$ cat src/rtl/alu_req_arbiter_if.sv
// Bundle of requester, response and ALU-side signals for alu_req_arbiter.
// slave = arbiter view, master = command sources / response sink / ALU view.
interface alu_req_arbiter_if #(
    parameter int N       = 8,
    parameter int NUM_REQ = 4,
    parameter int ID_W    = 3
);
    logic [NUM_REQ-1:0]   req_valid;
    logic [NUM_REQ-1:0]   req_ready;
    logic [NUM_REQ*N-1:0] req_opa;
    logic [NUM_REQ*N-1:0] req_opb;
    logic [NUM_REQ-1:0]   req_cin;
    logic [NUM_REQ-1:0]   req_mode;
    logic [NUM_REQ*4-1:0] req_cmd;
    logic [NUM_REQ*2-1:0] req_inp_valid;

    logic                 rsp_valid;
    logic                 rsp_ready;
    logic [ID_W-1:0]      rsp_id;
    logic [2*N:0]         rsp_res;
    logic [6:0]           rsp_flags;

    logic [N-1:0]         alu_opa;
    logic [N-1:0]         alu_opb;
    logic                 alu_cin;
    logic                 alu_mode;
    logic                 alu_ce;
    logic [3:0]           alu_cmd;
    logic [1:0]           alu_inp_valid;
    logic [2*N:0]         alu_res;
    logic [6:0]           alu_flags;

    modport slave (
        input  req_valid, req_opa, req_opb, req_cin, req_mode, req_cmd, req_inp_valid,
        input  rsp_ready, alu_res, alu_flags,
        output req_ready, rsp_valid, rsp_id, rsp_res, rsp_flags,
        output alu_opa, alu_opb, alu_cin, alu_mode, alu_ce, alu_cmd, alu_inp_valid
    );

    modport master (
        output req_valid, req_opa, req_opb, req_cin, req_mode, req_cmd, req_inp_valid,
        output rsp_ready, alu_res, alu_flags,
        input  req_ready, rsp_valid, rsp_id, rsp_res, rsp_flags,
        input  alu_opa, alu_opb, alu_cin, alu_mode, alu_ce, alu_cmd, alu_inp_valid
    );
endinterface

$ cat src/rtl/alu_req_arbiter.sv
// Shares one ALU between NUM_REQ requesters, one command in flight, tagged responses.
// Define ALU_FIXED_PRIO_EN for fixed lowest-index-wins arbitration instead of round-robin.
//
// state   | meaning
// IDLE    | arbitrate, grant one requester and latch its command
// ISSUE   | drive latched command to the ALU with inp_valid set
// WAIT    | ALU computing; 1 cycle, 2 for multiply
// CAPTURE | register ALU result/flags into the response port
// RESP    | hold response until rsp_ready
module alu_req_arbiter #(
    parameter int N       = 8,
    parameter int NUM_REQ = 4,
    parameter int ID_W    = 3
) (
    input logic               CLK,
    input logic               RST,
    alu_req_arbiter_if.slave  bus
);
    typedef enum logic [2:0] {S_IDLE, S_ISSUE, S_WAIT, S_CAPTURE, S_RESP} state_t;

    state_t          state;
    logic [ID_W-1:0] win_id;
    logic            lat_mult;
    logic            wait_extra;

    logic            sel_found;
    logic [ID_W-1:0] sel_id;
    logic            grant;
    logic [N-1:0]    sel_opa, sel_opb;
    logic            sel_cin, sel_mode;
    logic [3:0]      sel_cmd;
    logic [1:0]      sel_iv;

`ifdef ALU_FIXED_PRIO_EN
    always_comb begin
        sel_found = |bus.req_valid;
        sel_id    = '0;
        for (int i = NUM_REQ - 1; i >= 0; i--)
            if (bus.req_valid[i]) sel_id = ID_W'(i);
    end
`else
    logic [ID_W-1:0] ptr;
    logic            found_hi;
    logic [ID_W-1:0] hi_id, lo_id;

    // Lowest requester at or above the pointer, else wrap to the lowest overall.
    always_comb begin
        found_hi = 1'b0;
        hi_id    = '0;
        lo_id    = '0;
        for (int i = NUM_REQ - 1; i >= 0; i--) begin
            if (bus.req_valid[i]) lo_id = ID_W'(i);
            if (bus.req_valid[i] && (ID_W'(i) >= ptr)) begin
                found_hi = 1'b1;
                hi_id    = ID_W'(i);
            end
        end
        sel_found = |bus.req_valid;
        sel_id    = found_hi ? hi_id : lo_id;
    end
`endif

    // alu_ce doubles as "out of reset", keeping req_ready low during reset.
    assign grant = (state == S_IDLE) && sel_found && bus.alu_ce;

    always_comb begin
        sel_opa  = '0;
        sel_opb  = '0;
        sel_cin  = 1'b0;
        sel_mode = 1'b0;
        sel_cmd  = '0;
        sel_iv   = '0;
        for (int i = 0; i < NUM_REQ; i++) begin
            bus.req_ready[i] = grant && (sel_id == ID_W'(i));
            if (sel_id == ID_W'(i)) begin
                sel_opa  = bus.req_opa[i*N +: N];
                sel_opb  = bus.req_opb[i*N +: N];
                sel_cin  = bus.req_cin[i];
                sel_mode = bus.req_mode[i];
                sel_cmd  = bus.req_cmd[i*4 +: 4];
                sel_iv   = bus.req_inp_valid[i*2 +: 2];
            end
        end
    end

    always_ff @(posedge CLK) begin
        if (!RST) begin
            state             <= S_IDLE;
            win_id            <= '0;
            lat_mult          <= 1'b0;
            wait_extra        <= 1'b0;
`ifndef ALU_FIXED_PRIO_EN
            ptr               <= '0;
`endif
            bus.rsp_valid     <= 1'b0;
            bus.rsp_id        <= '0;
            bus.rsp_res       <= '0;
            bus.rsp_flags     <= '0;
            bus.alu_opa       <= '0;
            bus.alu_opb       <= '0;
            bus.alu_cin       <= 1'b0;
            bus.alu_mode      <= 1'b0;
            bus.alu_ce        <= 1'b0;
            bus.alu_cmd       <= '0;
            bus.alu_inp_valid <= '0;
        end else begin
            bus.alu_ce <= 1'b1;
            case (state)
                S_IDLE: begin
                    if (grant) begin
                        win_id            <= sel_id;
                        bus.alu_opa       <= sel_opa;
                        bus.alu_opb       <= sel_opb;
                        bus.alu_cin       <= sel_cin;
                        bus.alu_mode      <= sel_mode;
                        bus.alu_cmd       <= sel_cmd;
                        bus.alu_inp_valid <= sel_iv;
                        lat_mult          <= sel_mode && (sel_iv == 2'b11) &&
                                             ((sel_cmd == 4'b1001) || (sel_cmd == 4'b1010));
                        state             <= S_ISSUE;
                    end
                end
                S_ISSUE: begin
                    bus.alu_inp_valid <= 2'b00;
                    wait_extra        <= lat_mult;
                    state             <= S_WAIT;
                end
                S_WAIT: begin
                    if (wait_extra) wait_extra <= 1'b0;
                    else            state      <= S_CAPTURE;
                end
                S_CAPTURE: begin
                    bus.rsp_res   <= bus.alu_res;
                    bus.rsp_flags <= bus.alu_flags;
                    bus.rsp_id    <= win_id;
                    bus.rsp_valid <= 1'b1;
                    state         <= S_RESP;
                end
                S_RESP: begin
                    if (bus.rsp_ready) begin
                        bus.rsp_valid <= 1'b0;
`ifndef ALU_FIXED_PRIO_EN
                        ptr <= (win_id == ID_W'(NUM_REQ - 1)) ? '0 : win_id + 1'b1;
`endif
                        state <= S_IDLE;
                    end
                end
                default: state <= S_IDLE;
            endcase
        end
    end
endmodule

$ cat src/flat_wrapper.sv
// flat-port wrapper written by rule: the top's interface ports become plain ports
module alu_req_arbiter_flat 
#(
    parameter int N       = 8,
    parameter int NUM_REQ = 4,
    parameter int ID_W    = 3
)
  (CLK, RST, bus_req_valid, bus_req_opa, bus_req_opb, bus_req_cin, bus_req_mode, bus_req_cmd, bus_req_inp_valid, bus_rsp_ready, bus_alu_res, bus_alu_flags, bus_req_ready, bus_rsp_valid, bus_rsp_id, bus_rsp_res, bus_rsp_flags, bus_alu_opa, bus_alu_opb, bus_alu_cin, bus_alu_mode, bus_alu_ce, bus_alu_cmd, bus_alu_inp_valid);
  alu_req_arbiter_if #(.N(N), .NUM_REQ(NUM_REQ), .ID_W(ID_W)) bus_i ();
  input logic CLK;
  input logic RST;
  input wire logic [$bits(bus_i.req_valid)-1:0] bus_req_valid;
  input wire logic [$bits(bus_i.req_opa)-1:0] bus_req_opa;
  input wire logic [$bits(bus_i.req_opb)-1:0] bus_req_opb;
  input wire logic [$bits(bus_i.req_cin)-1:0] bus_req_cin;
  input wire logic [$bits(bus_i.req_mode)-1:0] bus_req_mode;
  input wire logic [$bits(bus_i.req_cmd)-1:0] bus_req_cmd;
  input wire logic [$bits(bus_i.req_inp_valid)-1:0] bus_req_inp_valid;
  input wire logic [$bits(bus_i.rsp_ready)-1:0] bus_rsp_ready;
  input wire logic [$bits(bus_i.alu_res)-1:0] bus_alu_res;
  input wire logic [$bits(bus_i.alu_flags)-1:0] bus_alu_flags;
  output wire logic [$bits(bus_i.req_ready)-1:0] bus_req_ready;
  output wire logic [$bits(bus_i.rsp_valid)-1:0] bus_rsp_valid;
  output wire logic [$bits(bus_i.rsp_id)-1:0] bus_rsp_id;
  output wire logic [$bits(bus_i.rsp_res)-1:0] bus_rsp_res;
  output wire logic [$bits(bus_i.rsp_flags)-1:0] bus_rsp_flags;
  output wire logic [$bits(bus_i.alu_opa)-1:0] bus_alu_opa;
  output wire logic [$bits(bus_i.alu_opb)-1:0] bus_alu_opb;
  output wire logic [$bits(bus_i.alu_cin)-1:0] bus_alu_cin;
  output wire logic [$bits(bus_i.alu_mode)-1:0] bus_alu_mode;
  output wire logic [$bits(bus_i.alu_ce)-1:0] bus_alu_ce;
  output wire logic [$bits(bus_i.alu_cmd)-1:0] bus_alu_cmd;
  output wire logic [$bits(bus_i.alu_inp_valid)-1:0] bus_alu_inp_valid;
  assign bus_i.req_valid = bus_req_valid;
  assign bus_i.req_opa = bus_req_opa;
  assign bus_i.req_opb = bus_req_opb;
  assign bus_i.req_cin = bus_req_cin;
  assign bus_i.req_mode = bus_req_mode;
  assign bus_i.req_cmd = bus_req_cmd;
  assign bus_i.req_inp_valid = bus_req_inp_valid;
  assign bus_i.rsp_ready = bus_rsp_ready;
  assign bus_i.alu_res = bus_alu_res;
  assign bus_i.alu_flags = bus_alu_flags;
  assign bus_req_ready = bus_i.req_ready;
  assign bus_rsp_valid = bus_i.rsp_valid;
  assign bus_rsp_id = bus_i.rsp_id;
  assign bus_rsp_res = bus_i.rsp_res;
  assign bus_rsp_flags = bus_i.rsp_flags;
  assign bus_alu_opa = bus_i.alu_opa;
  assign bus_alu_opb = bus_i.alu_opb;
  assign bus_alu_cin = bus_i.alu_cin;
  assign bus_alu_mode = bus_i.alu_mode;
  assign bus_alu_ce = bus_i.alu_ce;
  assign bus_alu_cmd = bus_i.alu_cmd;
  assign bus_alu_inp_valid = bus_i.alu_inp_valid;
  alu_req_arbiter #(.N(N), .NUM_REQ(NUM_REQ), .ID_W(ID_W)) u_core (.CLK(CLK), .RST(RST), .bus(bus_i));
endmodule
$ cat config.mk
export PLATFORM = sky130hd
export DESIGN_NAME = alu_req_arbiter_flat
export DESIGN_NICKNAME = d
export VERILOG_FILES = /design/src/rtl/alu_req_arbiter_if.sv /design/src/rtl/alu_req_arbiter.sv /design/src/flat_wrapper.sv
export SDC_FILE = /design/constraint.sdc
export NUM_CORES = 1
export LEC_CHECK = 0
export ABC_CLOCK_PERIOD_IN_PS = 2900
export CAP_MARGIN = 10
export CELL_PAD_IN_SITES_DETAIL_PLACEMENT = 0
export CELL_PAD_IN_SITES_GLOBAL_PLACEMENT = 1
export CORE_MARGIN = 2
export CORE_UTILIZATION = 26
export DETAILED_ROUTE_END_ITERATION = 10
export PLACE_DENSITY_LB_ADDON = 0.3
export SYNTH_ARGS = -nofsm -noshare
export SYNTH_HDL_FRONTEND = slang
export SYNTH_SLANG_ARGS = --single-unit
$ cat constraint.sdc
create_clock -name CLK -period 2.9 [get_ports CLK]
set_clock_uncertainty 0.1 [all_clocks]
set_input_delay 0.725 -clock CLK [delete_from_list [all_inputs] [get_ports CLK]]
set_output_delay 0.725 -clock CLK [all_outputs]
set_load 0.05 [all_outputs]
==> impl_metrics.csv <==
group,metric,value,unit
status,status,"complete, no violations",
synthesis,ys_ff_latch,61,
hold_path,hp-class,"reg -> reg",
synthesis,syn_nets,549,
sta,hold_violations,0,
power_and_ir_drop,power_leakage,2.10,nW
critical_path,crit_path_end_kind,"output pin",
clock_network,clock-sinks,61,
grt,grt_pass1_wl,16.5,mm
synthesis,yosysMostFrequentCell,"nand2_1",
cells_and_area,fin_util,46.5,%
critical_path,worst-endpoint-required,2.08,ns
clock_network,cts_buffers,9,
grt,grt_pass1_vias,3381,
drt,drc,0,
critical_path,start_kind,"primary input",
drt,drt_iter0_markers,145,
synthesis,synth_edf_count,0,
sta,finalSetupViolations,0,
die,core,11900,µm²
synthesis,yosysWarnings,0,
synthesis,synthTopCellsByArea,"dfxtp_1 39%, nand2_1 18%, nand3_1 8.3%",
placed_design,io_buffer_count,182,
die,die_w,114,µm
drt,ant_nets,0,
grt,overflow,0,
synthesis,synthTopCellsByCount,"152 x nand2_1, 61 x dfxtp_1, 52 x nand3_1",
cells_and_area,syn_to_final_growth,76.8,%
placed_design,dp_hpwl,8.03,mm
critical_path,cp_max_fo,3,
synthesis,syn_area,3140,µm²
sta,period_share,98.8,%
cells_and_area,layout-drive-gt1-share,10.2,%
drt,drt_first_pass_iters,4,
clock_network,clk_latency,0.31,ns
cells_and_area,antennaDiodeCount,0,
power_and_ir_drop,p_per_area,530,nW/µm²
drt,wire_per_inst,14.1,µm
cells_and_area,design_area,5540,µm²
cells_and_area,fin_cells,754,
die,die_y,114,µm
job,maxCapViolCount,0,
sta,period_needed,2.87,ns
sta,fmax,0.349,GHz
clock_network,clk_pin_slew_worst_paths,0.05,ns
critical_path,crit_path_end,"bus_req_ready[1]",
clock_network,cts_root_buffer,"clkbuf_16",
drt,vias_per_cell,4.63,
clock_network,htreeDepth,3,
sta,relSlewSlack,35.7,%
synthesis,ys_seq_area_share,38.9,%
synthesis,synth_top_cell_area_share,38.9,%
grt,track_usage,16.2,%
placed_design,post_dp_cell_area,5260,µm²
critical_path,startpoint,"bus_req_valid[1]",
drt,routed_wl,10.6,mm
die,initial_core_util,26.3,%
clock_network,holdBufCountCts,0,
clock_network,cts_tree,"built",
synthesis,synth_top_area_cell,"dfxtp_1",
synthesis,syn_inst,421,
placed_design,gp_congestion,0.766,
sta,rsz0062_at_grt,"true",
critical_path,crit_arrival,2.04,ns
power_and_ir_drop,power.total,2.94,mW
synthesis,synth_ff_type,"dfxtp_1",
grt,grt_max_degree,41,
placed_design,placed_cells,739,
power_and_ir_drop,ir_drop,245,µV
grt,grt_antenna_before_repair,0,
critical_path,ff2ff_setup_slack,0.54,ns
synthesis,avgSynthCellArea,7.45,µm²
synthesis,synth.distinct_cells,42,
critical_path,crit_type,"in -> out",
die,design.die.area,13000,µm²
die,ios,184,
drt,vias,3489,
clock_network,cts_buffer_depth,2,
sta,drv_slew,0,
sta,worst_pin_slew,0.965,ns
critical_path,r2r-end,"u_core.lat_mult",
critical_path,reg2reg_from,"u_core.ptr[1]",
synthesis,synthArstFlopShare,0,%
cells_and_area,nNetsFinal,733,
die,rows,40,
critical_path,r2r_cells,6,
sta,whs,0.342,ns
cells_and_area,nFillCells,1216,
[routing by layer]
metal  vias to the layer above  wire (µm)  global-route usage (%)
met5                         -          0                       0
met4                         0         65                    4.63
met3                         6        825                    4.68
met2                       115       5330                    29.1
met1                      1597       4370                    18.7
li1                       1771          -                       -
[final cells by class]
type,count,area [µm²],share of cell area (%)
Timing Repair Buffer,207,2060,37.1
Clock inverter,3,15.0,0.271
Multi-Input combinational cell,324,1820,32.8
Tap cell,147,184,3.32
Clock buffer,10,239,4.31
Sequential cell,61,1220,22.0
Inverter,2,7.51,0.135
[state kept, by name (all words and copies together) (netlist names), 2 cells and up]
| signal | count |
|---|---|
| u_core.win_id | 2 |
| u_core.bus.alu_opa | 8 |
| u_core.bus.alu_opb | 8 |
| u_core.bus.alu_cmd | 4 |
| u_core.bus.rsp_flags | 7 |
| u_core.state | 3 |
| u_core.bus.alu_inp_valid | 2 |
| u_core.ptr | 2 |
| u_core.bus.rsp_res | 17 |
| u_core.bus.rsp_id | 2 |
[per-stage QoR]
stage | setup slack, ns | TNS (ns)
2_1_floorplan | -0.0148 | -0.0148
3_3_place_gp | -0.239 | -1.36
3_5_place_dp | -0.238 | -1.73
4_1_cts | 0.00639 | 0
5_1_grt | -0.0201 | -0.0201
6_report | 0.0342 | 0
[where the power goes]
| group | switching (mW) | internal, mW | leakage (nW) | total [mW] |
|---|---|---|---|---|
| logic | 0.576 | 0.454 | 1.48 | 1.03 |
| registers | 0.0556 | 0.918 | 0.496 | 0.974 |
| clock network | 0.354 | 0.581 | 0.130 | 0.935 |
| total | 0.986 | 1.95 | 2.10 | 2.94 |
[cells by family (layout without fill, tap and decap cells)]
group	count (synthesis)	after routing	share of synthesized area, %
xor gates and xnor gates	2	2	0.559
buffers and inverters	36	222	4.87
adders and majority gates	1	1	0.399
DFF	61	61	38.9
muxes	17	17	6.74
other	1	1	0.120
and+or+nand+nor	234	234	32.4
AOI/OAI and AO/OA	69	69	16.0
[how the worst min path moves through the flow]
stage | end | slack, ns | cells after the start | from
3_5_place_dp | u_core.bus.alu_opa[4] | 0.35 | 2 | u_core.bus.alu_opa[4]
4_1_cts | u_core.state[0] | 0.35 | 1 | u_core.wait_extra
3_3_place_gp | u_core.state[0] | 0.33 | 1 | u_core.wait_extra
5_1_grt | u_core.state[0] | 0.36 | 1 | u_core.wait_extra
6_report | u_core.state[0] | 0.34 | 1 | u_core.wait_extra
2_1_floorplan | u_core.state[0] | 0.32 | 1 | u_core.wait_extra
[worst max-delay path, cell delays in order]
cell	delay [ns]
clkdlybuf4s15_1	0.19
or4_4	0.54
and4b_1	0.23
nand2_2	0.14
nor2_4	0.07
buf_12	0.14
[timing repair]
item | in CTS | in global routing
setup endpoints to repair | 4 | 4
gates resized for setup | 9 | 5
setup buffers | 2 | 0
pin swaps | 6 | 2
[placed cells by master, fill, tap and decap left out, types with 4 or more instances in the layout]
cell / count
clkdlybuf4s50_1: 173
nand2_1: 151
dfxtp_1: 61
nand3_1: 52
a21boi_0: 27
a21boi_1: 22
buf_4: 22
mux2i_1: 11
clkbuf_16: 9
a21oi_1: 6
and2_1: 6
buf_12: 5
nor2b_1: 4
o21ai_0: 4
(Power assumes the default switching activity.)
